<file path="src/rtl/hdlc_pkg.sv">
// HDLC receive constants and shared state type.
// Latency: n/a (no logic).
// Backpressure: n/a.
package hdlc_pkg;

  // Opening/closing flag, identical in either bit order.
  localparam logic [7:0]  FLAG       = 8'h7E;
  // A zero following this many data ones was inserted by the transmitter.
  localparam int unsigned STUFF_ONES = 5;
  // This many consecutive raw ones inside a frame is an abort sequence.
  localparam int unsigned ABORT_ONES = 7;
  // Number of line bits a flag occupies in the delay line.
  localparam int unsigned FLAG_LEN   = 8;

  typedef enum logic {HUNT, FRAME} rx_state_t;

endpackage

</file>
<file path="src/rtl/hdlc_rx_flagdet.sv">
// Raw-line front end: 8-bit delay line, raw ones run and flag-bit discard window.
// Latency: flag/abort are combinational on the enabled bit; o_dbit lags i_rx by 8 enabled bits.
// Backpressure: none; state advances only when i_en is high and holds otherwise.
module hdlc_rx_flagdet
  import hdlc_pkg::*;
(
  input  logic i_clk,
  input  logic i_rst,
  input  logic i_rx,
  input  logic i_en,
  output logic o_dbit,
  output logic o_dvld,
  output logic o_flag,
  output logic o_abort
);

  logic [7:0] r_dly;
  logic [2:0] r_ones;
  logic [3:0] r_disc;
  logic [7:0] w_dly_nxt;

  // Oldest bit sits at r_dly[0] and is the one leaving on the next shift.
  assign w_dly_nxt = {i_rx, r_dly[7:1]};
  assign o_dbit    = r_dly[0];
  // Leaving bits are flag bits while the discard window is open.
  assign o_dvld    = i_en && (r_disc == 4'd0);
  assign o_flag    = i_en && (w_dly_nxt == FLAG);
  // Fires only on the transition to the abort count, never while saturated.
  assign o_abort   = i_en && i_rx && (r_ones == 3'(ABORT_ONES - 1));

  // Shift the line, track the raw ones run and reopen the discard window on each flag.
  always_ff @(posedge i_clk) begin
    if (i_rst) begin
      r_dly  <= '0;
      r_ones <= '0;
      r_disc <= '0;
    end else if (i_en) begin
      r_dly <= w_dly_nxt;
      if (!i_rx) begin
        r_ones <= '0;
      end else if (r_ones != 3'(ABORT_ONES)) begin
        r_ones <= r_ones + 3'd1;
      end
      if (o_flag) begin
        r_disc <= 4'(FLAG_LEN);
      end else if (r_disc != 4'd0) begin
        r_disc <= r_disc - 4'd1;
      end
    end
  end

endmodule

</file>
<file path="src/rtl/hdlc_rx_deframer.sv">
// HDLC receive deframer: flag hunt, zero destuffing, LSB-first byte assembly, frame events.
// Latency: events one cycle after the enabled bit that completes them; bytes 8 enabled bits + 1 cycle after their last bit.
// Backpressure: none; RxEN gaps freeze all state, only the one-cycle pulses drop.
module hdlc_rx_deframer
  import hdlc_pkg::*;
(
  input  logic       Clk,
  input  logic       Rst,
  input  logic       Rx,
  input  logic       RxEN,
  output logic [7:0] Rx_Data,
  output logic       Rx_NewByte,
  output logic       Rx_ValidFrame,
  output logic       Rx_FlagDetect,
  output logic       Rx_EoF,
  output logic       Rx_FrameError,
  output logic       Rx_AbortSignal,
  output logic [7:0] Rx_FrameSize
);

  rx_state_t  r_state;
  logic [6:0] r_shift;
  logic [2:0] r_bitcnt;
  logic [2:0] r_dones;

  logic       w_dbit;
  logic       w_dvld;
  logic       w_flag;
  logic       w_abort;
  logic       w_stuff;
  logic       w_take;
  logic       w_byte_done;
  logic       w_has_bytes;
  logic [7:0] w_byte;
  logic [2:0] w_bitcnt_nxt;
  logic [2:0] w_dones_nxt;
  logic [7:0] w_size_nxt;

  hdlc_rx_flagdet u_flagdet (
    .i_clk   (Clk),
    .i_rst   (Rst),
    .i_rx    (Rx),
    .i_en    (RxEN),
    .o_dbit  (w_dbit),
    .o_dvld  (w_dvld),
    .o_flag  (w_flag),
    .o_abort (w_abort)
  );

  // Destuff and assemble the bit leaving the delay line; it always precedes any flag now in the line.
  always_comb begin
    w_stuff      = w_dvld && !w_dbit && (r_dones == 3'(STUFF_ONES));
    w_take       = w_dvld && !w_stuff;
    w_byte       = {w_dbit, r_shift};
    w_byte_done  = w_take && (r_bitcnt == 3'd7);
    w_bitcnt_nxt = r_bitcnt;
    if (w_take) begin
      w_bitcnt_nxt = r_bitcnt + 3'd1;
    end
    w_dones_nxt = r_dones;
    if (w_dvld) begin
      if (!w_dbit) begin
        w_dones_nxt = '0;
      end else if (r_dones != 3'd7) begin
        w_dones_nxt = r_dones + 3'd1;
      end
    end
    // A byte finishing alongside the closing flag still belongs to the frame being closed.
    w_has_bytes = Rx_ValidFrame || w_byte_done;
    // First byte after an idle/closed state restarts the count.
    if (!Rx_ValidFrame) begin
      w_size_nxt = 8'd1;
    end else if (Rx_FrameSize == 8'hFF) begin
      w_size_nxt = 8'hFF;
    end else begin
      w_size_nxt = Rx_FrameSize + 8'd1;
    end
  end

  // Receiver FSM with registered outputs; pulses self-clear every cycle.
  always_ff @(posedge Clk) begin
    if (Rst) begin
      r_state        <= HUNT;
      r_shift        <= '0;
      r_bitcnt       <= '0;
      r_dones        <= '0;
      Rx_Data        <= '0;
      Rx_NewByte     <= 1'b0;
      Rx_ValidFrame  <= 1'b0;
      Rx_FlagDetect  <= 1'b0;
      Rx_EoF         <= 1'b0;
      Rx_FrameError  <= 1'b0;
      Rx_AbortSignal <= 1'b0;
      Rx_FrameSize   <= '0;
    end else begin
      Rx_NewByte     <= 1'b0;
      Rx_FlagDetect  <= 1'b0;
      Rx_EoF         <= 1'b0;
      Rx_FrameError  <= 1'b0;
      Rx_AbortSignal <= 1'b0;
      if (RxEN) begin
        Rx_FlagDetect <= w_flag;
        case (r_state)
          HUNT: begin
            if (w_flag) begin
              r_state      <= FRAME;
              r_bitcnt     <= '0;
              r_dones      <= '0;
              Rx_FrameSize <= '0;
            end
          end
          FRAME: begin
            if (w_abort) begin
              Rx_AbortSignal <= 1'b1;
              Rx_ValidFrame  <= 1'b0;
              r_bitcnt       <= '0;
              r_dones        <= '0;
              r_state        <= HUNT;
            end else begin
              r_dones  <= w_dones_nxt;
              r_bitcnt <= w_bitcnt_nxt;
              if (w_take) begin
                r_shift <= w_byte[7:1];
              end
              if (w_byte_done) begin
                Rx_Data       <= w_byte;
                Rx_NewByte    <= 1'b1;
                Rx_ValidFrame <= 1'b1;
                Rx_FrameSize  <= w_size_nxt;
              end
              // Flags between frames only resync; a flag after data closes the frame.
              if (w_flag) begin
                r_bitcnt <= '0;
                r_dones  <= '0;
                if (w_has_bytes) begin
                  Rx_EoF        <= 1'b1;
                  Rx_FrameError <= (w_bitcnt_nxt != 3'd0);
                  Rx_ValidFrame <= 1'b0;
                end
              end
            end
          end
          default: r_state <= HUNT;
        endcase
      end
    end
  end

endmodule
</file>
<file path="config.mk">
export PLATFORM = sky130hd
export DESIGN_NAME = hdlc_rx_deframer
export DESIGN_NICKNAME = d
export VERILOG_FILES = /design/src/rtl/hdlc_pkg.sv /design/src/rtl/hdlc_rx_flagdet.sv /design/src/rtl/hdlc_rx_deframer.sv
export SDC_FILE = /design/constraint.sdc
export NUM_CORES = 1
export LEC_CHECK = 0
export CAP_MARGIN = 0
export CORE_UTILIZATION = 28
export CTS_BUF_LIST = sky130_fd_sc_hd__clkbuf_2 sky130_fd_sc_hd__clkbuf_4 sky130_fd_sc_hd__clkbuf_8
export CTS_CLUSTER_DIAMETER = 80
export DETAILED_ROUTE_END_ITERATION = 12
export PLACE_DENSITY = 0.45
export SLEW_MARGIN = 20
export SYNTH_ARGS = -nofsm -noshare
export SYNTH_HDL_FRONTEND = slang
export SYNTH_SLANG_ARGS = --single-unit
</file>
<file path="constraint.sdc">
create_clock -name Clk -period 1.7 [get_ports Clk]
set_clock_uncertainty 0.05 [all_clocks]
set_input_delay 0.34 -clock Clk [delete_from_list [all_inputs] [get_ports Clk]]
set_output_delay 0.34 -clock Clk [all_outputs]
set_load 0.1 [all_outputs]
</file>
==> impl_metrics.toml, run 1 <==
[setup_path]
startpoint = "u_flagdet.r_disc[1]$_SDFFE_PP0P_"
crit_path_end = "r_dones[1]$_SDFFE_PP0P_"
cp_max_fo = 5
reg2reg_setup_slack_ps = 70
rr_startpoint = "u_flagdet.r_disc[1]$_SDFFE_PP0P_"
r2r_cells = 6
end_kind = "flip-flop"
cp.depth = 6
slowest_stage = "or4_4"
required_ps = 1900
critPathKind = "flip-flop to flip-flop"
rr_endpoint = "r_dones[1]$_SDFFE_PP0P_"
crit_buf_inv = 1
critPathTopFamily = "simple AND/OR/NAND/NOR gates"
crit_path_max_incr_delay_ps = 490
start_kind = "flip-flop"
worstPathArrival_ps = 1830
path_cells = "inv_1 > ha_4 > nor3b_4 > a21boi_2 > or4_4 > a21oi_2"

[logic_synthesis]
synthMuxAreaShare_pct = 6.20
syn_area_mm2 = 0.00242
ys_warn_count = 0
synth_area_per_cell_um2 = 8.97
synth_edf_count = 0
ys_seq_elements = 51
synth_fa_ha_area_share_pct = 5.17
synth_xor_xnor_area_share_pct = 0.724
synth_top_family_by_area = "simple AND/OR/NAND/NOR gates"
ys_types = 47
yosysSeqAreaShare_pct = 42.2
netlist_instances = 270
synth_nets = 284
synth_compound_area_share_pct = 18.9
synth-simple-area-share_pct = 21.8
synth_ff_type = "dfxtp_1"
synthArstFlopShare_pct = 0

[timing]
fin_crit_ps = 1630
fmax_mhz = 613
finalHoldViolations = 0
setup-tns-final_ps = 0
period_share_pct = 95.9
tightest_slew_ps = 330
hold_slack_ps = 437
max_slew_margin_pct = 78.0
fin_ws_ps = 69.2
slew_violations = 0
setup_viol = 0

[cts]
cts_buffers = 5
clk_latency_ps = 300
cts_buffer_depth = 2
cts.htree.levels = 2
hold_buffers = 0
clk_pin_slew_worst_paths_ps = 90
cts_tree = "done"
clock-sinks = 51
cts-root-buf = "clkbuf_8"

[placement]
hpwlAfterDp_um = 4320
gp_congestion = 0.875
pre_cts_ws_ps = -491
dp.cells = 427
io_buffers = 25

[detailed_routing]
totalWireLength_um = 5870
drc = 0
drtIter0Drc = 103
final_antenna_net_count = 0
dr_total_vias = 2191
vias_per_cell = 5.01
wire_per_inst_um = 13.4
firstDrtPassIters = 4

[pwr]
internal_power_mw = 1.83
pwr-share-clk_pct = 27.6
peakVddDrop_uv = 348
p_seq_share_pct = 49.7
switching_share_pct = 29.0
power.total_mw = 2.57
power.leakage_nw = 1.39
comb_power_share_pct = 22.7
p_sw_uw = 747
power_density_mw_per_mm2 = 727

[die]
die_y_um = 95.0
die_w_um = 95.0
ios = 26
fp-row-count = 33
die_area_mm2 = 0.00902
initial_core_util_pct = 29.2
core_mm2 = 0.00830

[global_routing]
grt_pass1_wl_um = 9910
first_global_vias = 2109
grt_max_degree = 27
grt_overflow = 0
antenna_found_initial = 0
grt_usage_pct = 14.0

[finish]
stdcell_count = 437
drive_gt1_share_pct = 34.0
area_growth_pct = 46.1
nets = 345
num_antenna_cells = 0

[job]
drv_cap = 0

[status]
status = "finished, final reports clean"

[hold_path]
hp-class = "flip-flop to flip-flop"
==> through the flow <==
step / util [%] / cell area (um2)
after detailed placement: 39.8 / 3310
after global placement: 39.8 / 3310
after global routing: 42.6 / 3540
final: 42.6 / 3540
after CTS: 41.1 / 3410
after floorplan: - / 2440
==> how the worst min path moves through the flow <==
stage	start	end	cells past startpoint
6_report	r_shift[6]$_SDFFE_PP0P_	r_shift[6]$_SDFFE_PP0P_	2
2_1_floorplan	r_shift[0]$_SDFFE_PP0P_	Rx_Data[0]$_SDFFE_PP0P_	2
4_1_cts	r_shift[6]$_SDFFE_PP0P_	r_shift[6]$_SDFFE_PP0P_	2
5_1_grt	r_shift[6]$_SDFFE_PP0P_	r_shift[6]$_SDFFE_PP0P_	2
3_3_place_gp	r_shift[0]$_SDFFE_PP0P_	Rx_Data[0]$_SDFFE_PP0P_	2
3_5_place_dp	r_shift[6]$_SDFFE_PP0P_	r_shift[6]$_SDFFE_PP0P_	2
==> cell families (layout without fill, tap and decap cells) <==
group,count (synthesis),in the layout
fa+ha+maj,10,10
simple gates,96,96
mux,15,15
flops,51,51
compound gates,69,69
xor+xnor,2,2
buf+inv,27,89
==> state kept, by name, indices dropped and copies added, names as in the netlist, 3 cells and up <==
signal and count:
Rx_Data 8, Rx_FrameSize 8, r_bitcnt 3, r_dones 3
r_shift 7, u_flagdet.r_disc 4, u_flagdet.r_dly 8, u_flagdet.r_ones 3
==> power by group through the flow <==
stage / Combinational (mW) / Clock (mW) / Sequential, mW
global route: 0.637 / 0.781 / 1.29
global placement: 0.465 / 0 / 1.30
detailed placement: 0.463 / 0 / 1.30
floorplan: 0.262 / 0 / 1.32
CTS: 0.498 / 0.741 / 1.28
finish: 0.583 / 0.710 / 1.28
==> cell usage after synthesis (all sizes together) (2+ instances only) <==
cell type	count	area share (%)
nor3	5	1.0
o21ai	18	3.7
nor2b	5	1.3
and3	5	1.3
buf	9	2.3
mux2i	15	6.2
o2111ai	3	1.1
a211oi	2	0.62
a2bb2oi	3	1.3
clkbuf	4	0.62
nor2	26	4.0
a21oi	21	4.3
nand2	18	2.9
nand3	14	2.9
o211ai	8	2.5
ha	10	5.2
and2	2	0.52
a22oi	4	1.2
nand2b	4	1.0
dfxtp	51	42
or4	6	1.9
inv	14	2.2
a32o	2	0.83
o221a	2	0.93
nand4	4	1.7
==> what timing repair did <==
action	4_1_cts	5_1_grt
setup endpoints to repair	29	27
pin swaps	0	15
buffers inserted	0	3
resized for setup	5	32
==> final cells by class <==
| type | count | area, um2 |
|---|---|---|
| inverter | 14 | 52.6 |
| timing repair buffer | 67 | 832 |
| fill | 801 | 4760 |
| multi-input combinational | 192 | 1400 |
| clock buffer | 6 | 76.3 |
| tap | 105 | 131 |
| clock inverter | 2 | 12.5 |
| sequential | 51 | 1040 |
==> tightest hold or removal path, cell delays in order (launching register included) <==
cell and delay [ps]:
dfxtp_1 340, nand2_1 60, a21oi_1 50
==> layer usage <==
metal	track usage (%)	part of all wire [%]	wire length (um)
met1	17.6	46	2710
met2	24.4	50	2920
met3	2.90	3.0	174
met4	3.41	1.2	73
met5	0	0	0
==> placed cells by master, fill, tap and decap left out, types with 3 or more instances in the layout <==
master and n:
nor3_1 3, nand2_1 16, nor2_1 25, a21oi_2 3, inv_1 12, o21ai_0 15
mux2i_1 14, o21ai_1 3, dfxtp_1 41, dfxtp_2 8, nand4_1 3, ha_1 8
clkbuf_8 5, a22oi_1 4, nand3_1 12, nand2b_1 4, o211ai_1 8, and3_1 3
a21oi_1 18, or4_1 4, nor2b_1 4, buf_6 3, buf_12 25, buf_4 36
No activity file was read; power rests on OpenSTA's default activity.
==> run 2, diff against run 1 <==
--- a/config.mk
+++ b/config.mk
@@ -8,2 +8,3 @@
 export CAP_MARGIN = 0
+export CORE_MARGIN = 3
 export CORE_UTILIZATION = 28
==> constraint.sdc (replaced) <==
create_clock -name Clk -period 1.7 [get_ports Clk]
set_clock_uncertainty 0.05 [all_clocks]
set_input_delay 0.255 -clock Clk [delete_from_list [all_inputs] [get_ports Clk]]
set_output_delay 0.255 -clock Clk [all_outputs]
set_load 0.1 [all_outputs]
==> impl_metrics.toml, run 2 (synthesis results as in run 1) <==
[placement]
dp.cells = 433
gp_congestion = 0.786
postPlaceCellArea_mm2 = 0.00333
io_buffers = 25
hpwlAfterDp_um = 4480

[cts]
clk_latency_ps = 300
clk_pin_slew_worst_paths_ps = 90
cts_buffers = 5
cts.htree.levels = 2
cts-root-buf = "clkbuf_8"
hold_buffers = 0
cts_buffer_depth = 2
cts_tree = "done"
clock-sinks = 51

[die]
die_area_mm2 = 0.00980
die_w_um = 99.0
ios = 26
fp-row-count = 33
initial_core_util_pct = 29.2
die_y_um = 99.0
core_mm2 = 0.00830

[hold_path]
hp-class = "input pin to flip-flop"

[job]
drv_cap = 0

[global_routing]
grt_usage_pct = 12.4
first_global_vias = 2012
antenna_found_initial = 0
grt_max_degree = 28
grt_overflow = 0
grt_pass1_wl_um = 9900

[timing]
fmax_mhz = 611
slew_violations = 0
period_share_pct = 96.3
max_slew_margin_pct = 80.6
tightest_slew_ps = 290
fin_crit_ps = 1640
setup_viol = 0
rsz0062_at_grt = "yes"
hold_slack_ps = 289
finalHoldViolations = 0
setup-tns-final_ps = 0

[setup_path]
start_kind = "flip-flop"
cp_max_fo = 5
worstPathArrival_ps = 1830
required_ps = 1890
end_kind = "flip-flop"
critPathKind = "flip-flop to flip-flop"

[detailed_routing]
final_antenna_net_count = 0
wire_per_inst_um = 13.4
totalWireLength_um = 5980
vias_per_cell = 4.88
firstDrtPassIters = 4
drc = 0
dr_total_vias = 2172
drtIter0Drc = 65

[pwr]
power_density_mw_per_mm2 = 762
peakVddDrop_uv = 415
power.leakage_nw = 1.45

[status]
status = "finished, final reports clean"

[finish]
nets = 353
drive_gt1_share_pct = 35.6
num_antenna_cells = 0
final_common_cell = "buf_4"
largestRegisters = "Rx_Data x8, Rx_FrameSize x8, u_flagdet.r_dly x8"
stdcell_count = 445
area_growth_pct = 48.6
post-route-cell-area_mm2 = 0.00360
final_cell_mix = "buf_4, dfxtp_1, nor2_1, buf_12"
n_fill_cell = 776
run 2: cell count changes in the layout (fill, tap and decap cells not counted), moves of 2 or more:
cell	previous run	this run
buf_12	25	23
dfxtp_1	41	39
buf_6	3	5
buf_4	36	44
o21ai_0	15	17
o21ai_1	3	1
run 2: metal layers:
metal	share of wire, %	vias to the layer above	routed length, um	track usage, %
li1	-	1121	-	-
met5	0	-	0	0
met2	48	40	2880	19.5
met4	0.92	0	55	3.78
met1	47	1004	2820	17.0
met3	3.8	7	225	2.55
run 2: area by class of cell:
| type | instances | area [um2] | area share, % |
|---|---|---|---|
| clock buffer | 6 | 82.6 | 2.30 |
| clock inverter | 2 | 35.0 | 0.974 |
| inverter | 14 | 52.6 | 1.46 |
| multi-input combinational | 192 | 1370 | 38.2 |
| sequential | 51 | 1040 | 29.0 |
| tap | 105 | 131 | 3.65 |
| timing repair buffer | 75 | 878 | 24.4 |
run 2: path summary, 6_finish.rpt:
| kind | startpoint | end | slack, ps | depth (start not counted) |
|---|---|---|---|---|
| worst max-delay path | r_dones[0]$_SDFFE_PP0P_ | r_dones[1]$_SDFFE_PP0P_ | 60 | 6 |
| worst min-delay path | Rx | u_flagdet.r_ones[2]$_SDFFE_PP0P_ | 290 | 3 |
| worst max register to register | r_dones[0]$_SDFFE_PP0P_ | r_dones[1]$_SDFFE_PP0P_ | 60 | 6 |
| worst min register to register | r_shift[0]$_SDFFE_PP0P_ | Rx_Data[0]$_SDFFE_PP0P_ | 430 | 2 |
run 2: power breakdown:
| group | total, mW | internal (mW) | switching [mW] |
|---|---|---|---|
| Sequential | 1.27 | 1.23 | 0.0423 |
| Combinational | 0.592 | 0.301 | 0.291 |
| Clock | 0.874 | 0.477 | 0.397 |
run 2: worst max-delay path, cell delays in order, from the launching register on:
cell,delay [ps]
dfxtp_4,370
ha_1,190
ha_1,180
nand2_1,90
a21boi_2,90
or4_4,490
a21oi_2,120
run 2: repair_timing:
item,in CTS,in global routing
setup endpoints to repair,21,31
gates resized for setup,6,30
setup buffers,1,3
pin swaps,4,8
hold endpoints to repair,0,0
run 2: stage by stage:
stage / util (%) / setup slack [ps] / power [mW]
floorplan: - / 6.35 / 1.58
finish: 43.3 / 62.2 / 2.74
global route: 43.3 / -17.6 / 2.88
global placement: 40.1 / -407 / 1.76
detailed placement: 40.1 / -429 / 1.76
CTS: 41.8 / -2.00 / 2.66
